**src/rtl/sbus_frame_sequencer.sv**
```systemverilog
// sbus_frame_sequencer
//   Receives a Futaba S.BUS stream (8E2, optionally inverted), validates 25-byte
//   frames (0x0F header, 22 channel bytes, flag byte, 0x00 footer) and presents
//   each accepted frame one byte at a time with a valid/ack handshake.
//   It also reports the failsafe and frame-lost flags, loss of link, and
//   saturating error and overrun counters.
// Ports
//   clk, reset_n   system clock, asynchronous active-low reset
//   sbus_in        raw S.BUS pin (asynchronous)
//   byte_data      current frame byte
//   byte_index     index 0..24 of byte_data
//   byte_valid     byte_data/byte_index valid, held until byte_ack
//   byte_ack       consumer took the byte (ignored while byte_valid=0)
//   frame_done     one-cycle pulse after byte 24 is acked
//   failsafe       bit 3 of the flag byte of the last accepted frame
//   frame_lost     bit 2 of the flag byte of the last accepted frame
//   link_lost      no accepted frame within TIMEOUT_CLKS clocks
//   err_count      saturating count of byte/header/footer/gap errors
//   overrun_count  saturating count of good frames dropped while draining
module sbus_frame_sequencer #(
  parameter int CLK_HZ       = 50_000_000,
  parameter int BAUD         = 100_000,
  parameter int INVERT       = 1,
  parameter int GAP_BITS     = 20,
  parameter int TIMEOUT_CLKS = 5_000_000
) (
  input  logic       clk,
  input  logic       reset_n,
  input  logic       sbus_in,
  output logic [7:0] byte_data,
  output logic       byte_valid,
  output logic [4:0] byte_index,
  input  logic       byte_ack,
  output logic       frame_done,
  output logic       failsafe,
  output logic       frame_lost,
  output logic       link_lost,
  output logic [7:0] err_count,
  output logic [7:0] overrun_count
);

  localparam int CLKS_PER_BIT = CLK_HZ / BAUD;
  localparam int BAUD_W       = $clog2(CLKS_PER_BIT + 1);
  localparam int GAP_CLKS     = GAP_BITS * CLKS_PER_BIT;
  localparam int GAP_W        = $clog2(GAP_CLKS + 1);
  localparam int TO_W         = $clog2(TIMEOUT_CLKS + 1);

  localparam logic [BAUD_W-1:0] HALF_BIT_M1 = BAUD_W'(CLKS_PER_BIT / 2 - 1);
  localparam logic [BAUD_W-1:0] FULL_BIT_M1 = BAUD_W'(CLKS_PER_BIT - 1);
  localparam logic [GAP_W-1:0]  GAP_LIMIT   = GAP_W'(GAP_CLKS);
  localparam logic [TO_W-1:0]   TO_RELOAD   = TO_W'(TIMEOUT_CLKS);
  localparam logic              INV_BIT     = (INVERT != 0);
  localparam logic              PIN_IDLE    = ~INV_BIT;
  localparam logic [4:0]        LAST_IDX    = 5'd24;

  typedef enum logic [2:0] {RX_IDLE, RX_START, RX_DATA, RX_PAR, RX_STOP1, RX_STOP2} rx_state_t;
  typedef enum logic [1:0] {F_HUNT, F_ARMED, F_RECV, F_COMMIT} frame_state_t;
  typedef enum logic {D_IDLE, D_SEND} drain_state_t;

  // Even parity over a data byte: the parity bit that makes the total count of ones even.
  function automatic logic even_parity(input logic [7:0] d);
    return ^d;
  endfunction

  logic              sync1_r, sync2_r, line_s, tick_s;
  rx_state_t         rx_state_r, rx_next_s;
  logic [BAUD_W-1:0] baud_cnt_r;
  logic [2:0]        bit_cnt_r;
  logic [7:0]        rx_shift_r, rx_byte_r;
  logic              rx_par_r, rx_stop1_r, rx_done_r, rx_err_r;
  logic [GAP_W-1:0]  idle_cnt_r;
  logic              gap_s;
  frame_state_t      frame_state_r, frame_next_s;
  logic              frame_err_s, wr_en_s, commit_s;
  logic [4:0]        wr_idx_r;
  logic [7:0]        wr_buf_r   [1:23];
  logic [7:0]        hold_buf_r [1:23];
  drain_state_t      drain_state_r, drain_next_s;
  logic              accept_s, overrun_s, handshake_s;
  logic [4:0]        next_idx_s;
  logic [7:0]        next_data_s;
  logic [7:0]        byte_data_r, err_count_r, overrun_count_r;
  logic [4:0]        byte_index_r;
  logic              byte_valid_r, frame_done_r, failsafe_r, frame_lost_r, link_lost_r;
  logic [TO_W-1:0]   to_cnt_r;

  assign byte_data     = byte_data_r;
  assign byte_valid    = byte_valid_r;
  assign byte_index    = byte_index_r;
  assign frame_done    = frame_done_r;
  assign failsafe      = failsafe_r;
  assign frame_lost    = frame_lost_r;
  assign link_lost     = link_lost_r;
  assign err_count     = err_count_r;
  assign overrun_count = overrun_count_r;

  // Two-flop synchroniser; resets to the idle pin level so no false start bit appears.
  always_ff @(posedge clk or negedge reset_n) begin
    if (!reset_n) begin
      sync1_r <= PIN_IDLE;
      sync2_r <= PIN_IDLE;
    end else begin
      sync1_r <= sbus_in;
      sync2_r <= sync1_r;
    end
  end

  // Internally the line is always idle-high.
  assign line_s = sync2_r ^ INV_BIT;
  assign tick_s = (baud_cnt_r == {BAUD_W{1'b0}});
  assign gap_s  = (idle_cnt_r == GAP_LIMIT);

  // State registers of the bit receiver, frame sequencer and drain side.
  always_ff @(posedge clk or negedge reset_n) begin
    if (!reset_n) begin
      rx_state_r    <= RX_IDLE;
      frame_state_r <= F_HUNT;
      drain_state_r <= D_IDLE;
    end else begin
      rx_state_r    <= rx_next_s;
      frame_state_r <= frame_next_s;
      drain_state_r <= drain_next_s;
    end
  end

  // Bit receiver next state: half-bit start check, then 8 data, parity, two stops.
  always_comb begin
    rx_next_s = rx_state_r;
    case (rx_state_r)
      RX_IDLE:  if (!line_s) rx_next_s = RX_START; else rx_next_s = RX_IDLE;
      RX_START: if (tick_s) rx_next_s = line_s ? RX_IDLE : RX_DATA; else rx_next_s = RX_START;
      RX_DATA:  if (tick_s && bit_cnt_r == 3'd7) rx_next_s = RX_PAR; else rx_next_s = RX_DATA;
      RX_PAR:   if (tick_s) rx_next_s = RX_STOP1; else rx_next_s = RX_PAR;
      RX_STOP1: if (tick_s) rx_next_s = RX_STOP2; else rx_next_s = RX_STOP1;
      RX_STOP2: if (tick_s) rx_next_s = RX_IDLE; else rx_next_s = RX_STOP2;
      default:  rx_next_s = RX_IDLE;
    endcase
  end

  // Bit receiver datapath: bit timer, shift register and the per-byte result strobe.
  always_ff @(posedge clk or negedge reset_n) begin
    if (!reset_n) begin
      baud_cnt_r <= {BAUD_W{1'b0}};
      bit_cnt_r  <= 3'd0;
      rx_shift_r <= 8'h00;
      rx_par_r   <= 1'b0;
      rx_stop1_r <= 1'b0;
      rx_done_r  <= 1'b0;
      rx_err_r   <= 1'b0;
      rx_byte_r  <= 8'h00;
    end else begin
      rx_done_r <= 1'b0;
      if (rx_state_r == RX_IDLE) begin
        baud_cnt_r <= HALF_BIT_M1;
      end else if (tick_s) begin
        baud_cnt_r <= FULL_BIT_M1;
      end else begin
        baud_cnt_r <= baud_cnt_r - {{(BAUD_W-1){1'b0}}, 1'b1};
      end
      if (rx_state_r == RX_START) begin
        bit_cnt_r <= 3'd0;
      end else if (rx_state_r == RX_DATA && tick_s) begin
        bit_cnt_r  <= bit_cnt_r + 3'd1;
        rx_shift_r <= {line_s, rx_shift_r[7:1]};
      end
      if (rx_state_r == RX_PAR && tick_s) rx_par_r <= line_s;
      if (rx_state_r == RX_STOP1 && tick_s) rx_stop1_r <= line_s;
      if (rx_state_r == RX_STOP2 && tick_s) begin
        rx_done_r <= 1'b1;
        rx_byte_r <= rx_shift_r;
        rx_err_r  <= (rx_par_r != even_parity(rx_shift_r)) || !rx_stop1_r || !line_s;
      end
    end
  end

  // Idle-line timer: counts only while the receiver is idle with the line high.
  always_ff @(posedge clk or negedge reset_n) begin
    if (!reset_n) begin
      idle_cnt_r <= {GAP_W{1'b0}};
    end else if (rx_state_r == RX_IDLE && line_s) begin
      if (!gap_s) idle_cnt_r <= idle_cnt_r + {{(GAP_W-1){1'b0}}, 1'b1};
    end else begin
      idle_cnt_r <= {GAP_W{1'b0}};
    end
  end

  // Frame sequencer: gap-qualified header, 23 payload bytes, footer, then commit.
  always_comb begin
    frame_next_s = frame_state_r;
    frame_err_s  = 1'b0;
    wr_en_s      = 1'b0;
    commit_s     = 1'b0;
    case (frame_state_r)
      F_HUNT: begin
        if (gap_s) frame_next_s = F_ARMED; else frame_next_s = F_HUNT;
      end
      F_ARMED: begin
        if (rx_done_r) begin
          if (rx_err_r || rx_byte_r != 8'h0F) begin
            frame_err_s  = 1'b1;
            frame_next_s = F_HUNT;
          end else begin
            frame_next_s = F_RECV;
          end
        end else begin
          frame_next_s = F_ARMED;
        end
      end
      F_RECV: begin
        if (rx_done_r) begin
          if (rx_err_r) begin
            frame_err_s  = 1'b1;
            frame_next_s = F_HUNT;
          end else if (wr_idx_r == LAST_IDX) begin
            if (rx_byte_r != 8'h00) begin
              frame_err_s  = 1'b1;
              frame_next_s = F_HUNT;
            end else begin
              frame_next_s = F_COMMIT;
            end
          end else begin
            wr_en_s = 1'b1;
          end
        end else if (gap_s) begin
          // A long idle inside a frame means the transmitter gave up mid-frame.
          frame_err_s  = 1'b1;
          frame_next_s = F_HUNT;
        end else begin
          frame_next_s = F_RECV;
        end
      end
      F_COMMIT: begin
        commit_s     = 1'b1;
        frame_next_s = F_ARMED;
      end
      default: frame_next_s = F_HUNT;
    endcase
  end

  // Write buffer: header and footer are fixed, so only bytes 1..23 are stored.
  always_ff @(posedge clk or negedge reset_n) begin
    if (!reset_n) begin
      wr_idx_r <= 5'd0;
      for (int i = 1; i <= 23; i++) wr_buf_r[i] <= 8'h00;
    end else if (frame_state_r == F_ARMED) begin
      wr_idx_r <= 5'd1;
    end else if (wr_en_s) begin
      wr_buf_r[wr_idx_r] <= rx_byte_r;
      wr_idx_r           <= wr_idx_r + 5'd1;
    end
  end

  // Drain side: a commit is accepted only when no frame is still being handed out.
  always_comb begin
    drain_next_s = drain_state_r;
    accept_s     = commit_s && (drain_state_r == D_IDLE);
    overrun_s    = commit_s && (drain_state_r == D_SEND);
    handshake_s  = (drain_state_r == D_SEND) && byte_ack;
    next_idx_s   = byte_index_r + 5'd1;
    if (next_idx_s >= LAST_IDX) next_data_s = 8'h00; else next_data_s = hold_buf_r[next_idx_s];
    case (drain_state_r)
      D_IDLE: if (accept_s) drain_next_s = D_SEND; else drain_next_s = D_IDLE;
      D_SEND: if (handshake_s && byte_index_r == LAST_IDX) drain_next_s = D_IDLE; else drain_next_s = D_SEND;
      default: drain_next_s = D_IDLE;
    endcase
  end

  // Hold buffer, flags and the registered byte handshake outputs.
  always_ff @(posedge clk or negedge reset_n) begin
    if (!reset_n) begin
      for (int i = 1; i <= 23; i++) hold_buf_r[i] <= 8'h00;
      failsafe_r   <= 1'b0;
      frame_lost_r <= 1'b0;
      byte_valid_r <= 1'b0;
      byte_index_r <= 5'd0;
      byte_data_r  <= 8'h00;
      frame_done_r <= 1'b0;
    end else begin
      frame_done_r <= 1'b0;
      if (accept_s) begin
        hold_buf_r   <= wr_buf_r;
        failsafe_r   <= wr_buf_r[23][3];
        frame_lost_r <= wr_buf_r[23][2];
        byte_valid_r <= 1'b1;
        byte_index_r <= 5'd0;
        byte_data_r  <= 8'h0F;
      end else if (handshake_s) begin
        if (byte_index_r == LAST_IDX) begin
          byte_valid_r <= 1'b0;
          frame_done_r <= 1'b1;
        end else begin
          byte_index_r <= next_idx_s;
          byte_data_r  <= next_data_s;
        end
      end
    end
  end

  // Saturating error and overrun counters.
  always_ff @(posedge clk or negedge reset_n) begin
    if (!reset_n) begin
      err_count_r     <= 8'h00;
      overrun_count_r <= 8'h00;
    end else begin
      if (frame_err_s && err_count_r != 8'hFF) err_count_r <= err_count_r + 8'd1;
      if (overrun_s && overrun_count_r != 8'hFF) overrun_count_r <= overrun_count_r + 8'd1;
    end
  end

  // Link watchdog: reloads on every accepted frame, link_lost is sticky once it expires.
  always_ff @(posedge clk or negedge reset_n) begin
    if (!reset_n) begin
      to_cnt_r    <= {TO_W{1'b0}};
      link_lost_r <= 1'b1;
    end else if (accept_s) begin
      to_cnt_r    <= TO_RELOAD;
      link_lost_r <= 1'b0;
    end else if (to_cnt_r != {TO_W{1'b0}}) begin
      to_cnt_r <= to_cnt_r - {{(TO_W-1){1'b0}}, 1'b1};
      if (to_cnt_r == {{(TO_W-1){1'b0}}, 1'b1}) link_lost_r <= 1'b1;
    end
  end

endmodule

```
**config.mk**
```make
export PLATFORM = sky130hd
export DESIGN_NAME = sbus_frame_sequencer
export DESIGN_NICKNAME = d
export VERILOG_FILES = /design/src/rtl/sbus_frame_sequencer.sv
export SDC_FILE = /design/constraint.sdc
export NUM_CORES = 1
export LEC_CHECK = 0
export ABC_AREA = 1
export BUFFER_PORTS_ARGS = -buffer_cell sky130_fd_sc_hd__buf_4
export CAP_MARGIN = 20
export CELL_PAD_IN_SITES_DETAIL_PLACEMENT = 1
export CELL_PAD_IN_SITES_GLOBAL_PLACEMENT = 2
export CORE_ASPECT_RATIO = 0.7
export CORE_UTILIZATION = 30
export DETAILED_ROUTE_END_ITERATION = 10
export HOLD_SLACK_MARGIN = 0.05
export PLACE_DENSITY_LB_ADDON = 0.08
export SYNTH_ARGS = -nofsm -noshare
export SYNTH_HDL_FRONTEND = slang
export SYNTH_SLANG_ARGS = --single-unit
```
**constraint.sdc**
```tcl
create_clock -name clk -period 3.5 [get_ports clk]
set_input_delay 0.7 -clock clk [delete_from_list [all_inputs] [get_ports clk]]
set_output_delay 0.7 -clock clk [all_outputs]
set_load 0.01 [all_outputs]
```
**Word level (Yosys, flattened, before mapping)**

Cells that the tools add are included.

- Flip-flop bits (word level): 484
- Logic and storage cells: 209
- Input bits: 4

- Reduce and logical (&&, ||, !) cells: 34
- Muxes and demuxes: 66
- $add $sub $neg: 8
- Magnitude comparators: 4
- Bitwise gates (word level): 6
- Equality and inequality tests: 20

Operator list:

| kind | count |
|---|---|
| 184-bit bitwise mux | 1 |
| 8-bit 2-to-1 mux | 7 |
| 23-bit 2-to-1 mux | 2 |
| 8-bit binary-select mux with 5-bit select | 1 |
| 8-bit demux with 5-bit select | 1 |
| 1-bit 2-to-1 mux | 28 |
| 14-bit 2-to-1 mux | 2 |
| 5-bit 2-to-1 mux | 5 |
| 23-bit by 1-bit == test with 1-bit output (second input constant) | 1 |
| 23-bit nonzero test | 1 |
| 23-bit by 1-bit subtractor with 23-bit output (second input constant) | 1 |
| 2-bit 2-to-1 mux | 9 |
| 9-bit 2-to-1 mux | 2 |
| 3-bit case mux with 6 select lines | 1 |
| 8-bit by 1-bit adder with 8-bit output (second input constant) | 2 |
| 8-bit inequality test (second input constant) | 2 |
| 14-bit by 1-bit adder with 14-bit output (second input constant) | 1 |
| 14-bit == test (second input constant) | 1 |
| 1-bit logical AND | 13 |
| 6-bit greater-or-equal comparator (second input constant) | 2 |
| 3-bit 2-to-1 mux | 4 |
| 5-bit NOT with 6-bit output | 2 |
| 2-bit nonzero test | 6 |
| 5-bit by 1-bit adder with 5-bit output (second input constant) | 2 |
| other kinds (25) | 41 |

**Longest topological paths before layout**

Gate-level depths: netlist of the first run.

- Depth after elaboration: 9
- Mapped depth: 13
- Depth with buffers taken out: 13

**Worst setup path after synthesis of the first run**

Ideal clock, no wire load.

- Path kind: register to register
- From: register byte_index_r[0], in the netlist byte_index[0]
- To: register byte_data_r[5], in the netlist byte_data[5]
- Required time: 3,383 ps
- Buffers on the path: 4
- Arrival: 2,305 ps
- Path slack: 1,078 ps
- Period minus slack after synthesis: 2,422 ps
- Cell stages (with the launch flop): 14
- Library setup time: 117 ps
- Cell sequence: dfrtp_1 -> inv_2 -> clkbuf_1 -> buf_1 -> ha_1 -> clkbuf_1 -> clkbuf_1 -> nand3_1 -> nand3_1 -> nand3_1 -> nand2_1 -> nand2_1 -> nand2_1 -> nand2_1

- Word-level cells in the longest chain between the ends: 9

RTL lines:

| item | RTL line | source |
|---|---|---|
| start: declaration | 83 | `logic [4:0] byte_index_r;` |
| start signal: assignment | 292 | `byte_index_r <= next_idx_s;` |
| 5-bit by 1-bit adder with 5-bit output | 259 | `next_idx_s = byte_index_r + 5'd1;` |
| 5-bit NOT with 6-bit output (implied by the code) | 260 | `if (next_idx_s >= LAST_IDX) next_data_s = 8'h00; else next_data_s = hold_buf_r[next_idx_s];` |
| 8-bit binary-select mux with 5-bit select | 260 |  |
| 8-bit 2-to-1 mux (implied by the code) (2 in a row) | 260 |  |
| 8-bit 2-to-1 mux | 260 |  |
| 8-bit 2-to-1 mux | 288 | `if (byte_index_r == LAST_IDX) begin` |
| 8-bit 2-to-1 mux | 287 | `end else if (handshake_s) begin` |
| 8-bit 2-to-1 mux | 280 | `if (accept_s) begin` |
| end signal: assignment | 293 | `byte_data_r <= next_data_s;` |
| end: declaration | 82 | `logic [7:0] byte_data_r, err_count_r, overrun_count_r;` |

Parallel ways exist; a longest one is shown, timed or not. The select of a mux whose other input is x is not followed.
A chain may end at the register's enable or synchronous reset.

**Final worst setup path of the first run**

- From: register wr_idx_r[0]
- To: register wr_buf_r[9] in the netlist's numbering

- Word-level cells in the longest chain between the ends: 6

RTL lines:

| item | RTL line | source |
|---|---|---|
| start: declaration | 75 | `logic [4:0] wr_idx_r;` |
| start signal: assignment | 249 | `wr_idx_r <= wr_idx_r + 5'd1;` |
| 5-bit NOT with 6-bit output (implied by the code) or 5-bit == test (tied branches) | 248, 214 |  |
| 6-bit greater-or-equal comparator (implied by the code), or another cell as far along | 248 | `wr_buf_r[wr_idx_r] <= rx_byte_r;` |
| 1-bit logical AND (implied by the code) or 1-bit 2-to-1 mux (tied branches) | 248, 211 |  |
| 8-bit 2-to-1 mux (implied by the code) or 1-bit 2-to-1 mux (tied branches) | 248, 210 |  |
| 8-bit demux with 5-bit select or 1-bit 2-to-1 mux (tied branches) | 248, 193 |  |
| 184-bit bitwise mux or 2-bit AND reduction (tied branches) | n/a |  |
| end signal: indexed assignment | 248 |  |
| end: declaration | 76 | `logic [7:0] wr_buf_r [1:23];` |

Parallel ways exist; a longest one is shown, timed or not.

==> results of run 1 <==
==> report_power, final <==
group | total (mW) | leakage (nW) | switching (mW) | internal, mW
logic | 0.250 | 4.12 | 0.191 | 0.0594
clock network | 5.77 | 0.856 | 2.45 | 3.32
registers | 5.63 | 6.67 | 0.0220 | 5.61
==> worst min-delay path by stage <==
stage,from,endpoint,slack [ps],depth (start not counted)
CTS,sbus_in,sync1_r$_DFF_PN0_,150,1
floorplan,sync1_r$_DFF_PN0_,sync2_r$_DFF_PN0_,330,0
finish,sbus_in,sync1_r$_DFF_PN0_,190,1
global route,sbus_in,sync1_r$_DFF_PN0_,160,1
detailed placement,sync1_r$_DFF_PN0_,sync2_r$_DFF_PN0_,350,0
global placement,sync1_r$_DFF_PN0_,sync2_r$_DFF_PN0_,350,0
==> kinds of logic (layout without fill, tap and decap cells) <==
| kind of cell | Yosys count | in the layout | share of synthesized area [%] |
|---|---|---|---|
| simple gates | 1334 | 1334 | 25.64 |
| flops | 482 | 482 | 57.00 |
| compound gates | 379 | 379 | 9.435 |
| buf+inv | 281 | 330 | 5.439 |
| xor+xnor | 33 | 33 | 1.366 |
| fa+ha+maj | 19 | 19 | 1.123 |
| other cells | 0 | 3 | 0 |
==> final cells by class <==
cell class                 instances  area [um^2]
inverter                         161        609.3
tap                              913         1142
clock inverter                    16        171.4
antenna                            3        7.507
timing repair buffer              72        663.1
clock buffer                      81         1574
multi-input combinational       1765         7968
sequential                       482        12070
fill                            8175        45630
==> layer usage <==
layer  global-route usage [%]  share of wire, %  wire length [um]
met2                    29.47                42             29250
met1                    30.75                53             36560
met4                    4.001               1.4               954
met5                        0                 0                 0
met3                    3.305               4.0              2784
==> sequential cells by signal, summed over array words and instances, names as in the netlist, 2 cells and up <==
name	cells
rx_state_r	3
wr_buf_r	184
byte_data	8
overrun_count	8
idle_cnt_r	14
bit_cnt_r	3
byte_index	5
to_cnt_r	23
err_count	8
frame_state_r	2
rx_shift_r	8
wr_idx_r	5
rx_byte_r	8
hold_buf_r	184
baud_cnt_r	9
==> worst reg2reg max path, stage by stage (launching register included) <==
cell,delay (ps)
dfrtp_1,400
inv_1,100
ha_1,230
nand4_2,110
nand3_2,170
nor2_4,320
inv_2,150
nor2_4,150
nand2_1,540
nand2_1,270
o21ai_2,70
==> cells in the final DEF (no fill, tap or decap), types with 15 or more instances in the layout <==
cell         n
a21oi_1     36
buf_4       61
clkbuf_1    16
clkbuf_16   55
dfrtp_1    480
ha_1        18
inv_1      152
nand2_1    979
nand3_1    182
nand4_1     16
nor2_1      97
nor3_1      31
o211ai_1    15
o21ai_0    302
xor2_1      20
==> metrics by stage <==
step / cell area (um^2) / total power [mW] / setup slack [ps] / instances
CTS: 24190 / 11.87 / 825.7 / 3490
global route: 24190 / 12.11 / 621.1 / 3490
floorplan: 21160 / 5.809 / 1078 / 2528
finish: 24200 / 11.65 / 850.1 / 3493
detailed placement: 22440 / 5.996 / 832.8 / 3392
global placement: 22440 / 5.983 / 949.6 / 3392
==> what timing repair did <==
| action | 4_1_cts | 5_1_grt |
|---|---|---|
| endpoints found under the hold margin | 40 | 0 |
| gates resized for setup | 0 | 0 |
| hold buffers | 1 | 0 |
==> results.toml, run 1 <==
[synthesis]
ys_seq_area_share_pct = 57.00
synth_seq_cells = 482
syn-cell-area_um2 = 21160
synthTopCellsByCount = "nand2_1 (979), dfrtp_1 (481), o21ai_0 (302), nand3_1 (182), inv_1 (155)"
synthArstFlopShare_pct = 100.0
yosys.area.top_type = "dfrtp_1"
synth_top_area_share_pct = 56.87
yosysMostFrequentCell = "nand2_1"
syn-num-nets = 2551
ys_types = 38
yosysWarnings = 0
synth_ff_type = "dfrtp_1"
synthCells = 2528
synthTopCellsByArea = "dfrtp_1 (57%), nand2_1 (17%), o21ai_0 (7.1%)"
syn_avg_cell_area_um2 = 8.372
synth_edf_count = 0

[power]
power_leakage_nw = 11.65
power.density_nw_per_um2 = 481.4
ir_worst_vdd_v = 0.0002939

[worst_setup_path]
startpoint = "wr_idx_r[0]$_DFFE_PN0P_"
crit_chain = "inv_1 -> ha_1 -> nand4_2 -> nand3_2 -> nor2_4 -> inv_2 -> nor2_4 -> nand2_1 -> nand2_1 -> o21ai_2"
crit_slowest_cell = "nand2_1"
startpoint_type = "register"
r2r_slack_ps = 850
critPathCapture = "wr_buf_r[9]$_DFFE_PN0P_"
critPathTopFamily = "simple AND/OR/NAND/NOR gates"
crit_path_end_kind = "register"
timing.rr.start = "wr_idx_r[0]$_DFFE_PN0P_"
cp_max_fo = 16
max_stage_delay_ps = 540
crit_cells = 10
critical_path_buf_inv_count = 2
cp.arrival_ps = 3120
cp_data_required_time_ps = 3970
reg2reg_depth = 10
r2r_end = "wr_buf_r[9]$_DFFE_PN0P_"
critPathKind = "register to register"

[timing]
max-slew-margin-rel_pct = 34.14
max_freq_mhz = 377.4
finalSetupViolCount = 0
tightest_slew_ps = 984.2
layout_min_cycle_time_ps = 2650
rsz0062_at_grt = "false"
maxSlewViolCount = 0
tns_ps = 0
min_period_over_period_pct = 75.71
holdWs_ps = 190.2
clock_skew_ps = 25.33
hold_viol_final = 0

[floorplan]
core-area_um2 = 69830
dieArea_um2 = 71630
die_w_um = 319.5
rows = 81
num_io_pins = 38
die_h_um = 224.2
start_util_pct = 30.31

[global_route]
grt_remaining_overflow = 0
grt_pass1_vias = 17620
grt_max_degree = 171
grtUsageTotal_pct = 20.05
grt_antenna_before_repair = 3
grt_pass1_wl_um = 110400

[route]
drc_errors = 0
vias_per_cell = 4.806
totalWireLength_um = 69550
drt_iter0_drc = 1073
wl_per_cell_um = 19.91
ant_nets = 0
vias = 16790
firstDrtPassIters = 7

[cts]
numCtsBuffers = 55
clkTransAtPathRegs_ps = 60
post_cts_buffers = 0
cts_sinks = 482
insertion_delay_ps = 630
clk_path_buf_depth = 3
cts-htree-levels = 2
cts_tree = "yes"
clock-root-buffer = "clkbuf_16"

[outcome]
status = "complete, no violations"

[finish]
fin_nets = 2560
drive_gt1_share_pct = 7.412
area_growth_pct = 14.35
post-route-util_pct = 34.66

[worst_hold_path]
hold_path_class = "input pin to register"

[place]
dp_hpwl_um = 44180
gp_congestion = 0.7819
numPortBuffers = 37

[run]
max-cap-violations = 0
Note: power is estimated with default switching activity, not from simulation.
==> inputs of run 2 (changes only) <==
clock period = 2.55 ns   (was 3.5 ns; I/O delays follow)
==> run 2 against run 1 <==
Final cell count grew 0.57%. First-iteration DRC count is 15% lower. Global-route usage barely moved. Setup slack lost 640 ps. Highest routed layer unchanged. Critical path depth decreased by 8. Clock power increased by 37%. Design area up 1.1%. Clock-buffer cell count fell by 8.
==> results.toml, run 2 (same netlist as run 1, synthesis figures left out) <==
[outcome]
status = "complete, no violations"

[worst_setup_path]
startpoint_type = "register"
crit_path_end_kind = "output port"
r2r_slack_ps = 250
cp_max_fo = 130
reg2reg_depth = 10
timing.rr.start = "wr_idx_r[0]$_DFFE_PN0P_"
critPathKind = "register to output port"
cp.arrival_ps = 1830
cp_data_required_time_ps = 2040
r2r_end = "wr_buf_r[124]$_DFFE_PN0P_"

[cts]
cts_tree = "yes"
cts-htree-levels = 2
insertion_delay_ps = 620
clk_path_buf_depth = 3
clkTransAtPathRegs_ps = 60
post_cts_buffers = 0
clock-root-buffer = "clkbuf_16"
cts_sinks = 482
numCtsBuffers = 53

[finish]
area_growth_pct = 15.56
fin_nets = 2585
n_antenna_cell = 0
drive_gt1_share_pct = 8.346
mostFrequentLayoutCells = "nand2_1 (976), dfrtp_1 (480), o21ai_0 (302)"
final_cell_area_um2 = 24460
final_common_cell = "nand2_1"
reg_top3 = "hold_buf_r: 184 flops, wr_buf_r: 184 flops, to_cnt_r: 23 flops"

[timing]
holdWs_ps = 293.6
finalSetupViolCount = 0
tightest_slew_ps = 868.6
hold_viol_final = 0
setup_slack_ps = 214.5
rsz0062_at_grt = "false"
clock_skew_ps = 21.49
min_period_over_period_pct = 91.59
max_freq_mhz = 428.2
maxSlewViolCount = 0
layout_min_cycle_time_ps = 2335
tns_ps = 0
max-slew-margin-rel_pct = 42.09

[place]
numPortBuffers = 37
dp_hpwl_um = 44140
dpl_cell_area_um2 = 22700
gp_congestion = 0.8070
place_worst_setup_slack_ps = 266.6

[run]
max-cap-violations = 0

[route]
firstDrtPassIters = 6
drt-met1-wl_um = 38030
vias_per_cell = 4.772
totalWireLength_um = 69800
drc_errors = 0
vias = 16760
wl_met3_um = 1953
drt_iter0_drc = 915
wl_per_cell_um = 19.87
ant_nets = 0
wl_met2_um = 28820
highest_layer = "met4"

[floorplan]
start_util_pct = 30.31
rows = 81
dieArea_um2 = 71630
core-area_um2 = 69830
num_io_pins = 38
die_h_um = 224.2
die_w_um = 319.5

[global_route]
grt_pass1_vias = 17550
grtUsageTotal_pct = 20.05
grt_pass1_wl_um = 110800
grt_antenna_before_repair = 5
grt_remaining_overflow = 0
grt_max_degree = 163

[worst_hold_path]
hold_start = "byte_ack"
holdPathEnd = "frame_done$_DFF_PN0_"
hold_depth = 3
hold_path_class = "input pin to register"

[power]
ir_worst_vdd_v = 0.0004255
power_mw = 16.01
power_leakage_nw = 11.80
power.density_nw_per_um2 = 654.6
## run 2: cell count changes in the layout (fill, tap and decap cells not counted), moves of 3 or more
cell	change
inv_1	+3
clkbuf_1	-3
nand2_2	+3
bufinv_16	+3
clkinv_2	+3
buf_12	+5
clkbuf_8	-3
buf_4	+21
diode_2	-3
nand2_1	-3
## run 2: layer usage
| metal | vias to the layer above | track usage [%] |
|---|---|---|
| met5 | - | 0 |
| met4 | 0 | 4.032 |
| met3 | 66 | 2.512 |
| met2 | 172 | 28.93 |
| met1 | 8372 | 31.69 |
| li1 | 8154 | - |
## run 2: cell type report
| class | instances | area, um^2 |
|---|---|---|
| fill | 8193 | 45370 |
| sequential | 482 | 12070 |
| multi-input combinational | 1765 | 7975 |
| clock buffer | 73 | 1471 |
| tap | 913 | 1142 |
| timing repair buffer | 99 | 930.9 |
| inverter | 161 | 609.3 |
| clock inverter | 20 | 261.5 |
## run 2: power breakdown
part           internal [mW]  total [mW]  leakage, nW  switching [mW]
combinational         0.0886       0.356         4.27           0.267
sequential              7.70        7.73         6.67          0.0306
clock                   4.62        7.92        0.860            3.31
total                   12.4        16.0         11.8            3.60
## run 2: critical path, stage by stage, from the launching register on
cell and delay [ps]:
dfrtp_4 440, buf_12 500, buf_4 240
## run 2: stage by stage
step	utilization [%]	cells
floorplan	-	2528
CTS	35.01	3513
global route	35.02	3513
detailed placement	32.50	3418
global placement	32.50	3418
finish	35.02	3513
## run 2: worst max path at each step
stage	startpoint	to	slack, ps	cells after the start
after floorplan	byte_index[0]$_DFFE_PN0P_	byte_data[5]$_DFFE_PN0P_	130	13
after global placement	wr_idx_r[0]$_DFFE_PN0P_	wr_buf_r[123]$_DFFE_PN0P_	300	10
after detailed placement	idle_cnt_r[0]$_DFFE_PN0P_	err_count[0]$_DFFE_PN0P_	270	13
after CTS	byte_index[0]$_DFFE_PN0P_	byte_index[0]	150	2
after global routing	wr_idx_r[0]$_DFFE_PN0P_	wr_buf_r[85]$_DFFE_PN0P_	4	9
final	byte_index[0]$_DFFE_PN0P_	byte_index[0]	210	2
## run 2: timing repair
item                                    4_1_cts  5_1_grt
endpoints found under the setup margin        0        4
endpoints found under the hold margin        32        0
hold buffers                                  2        0
gates resized for setup                       0        3
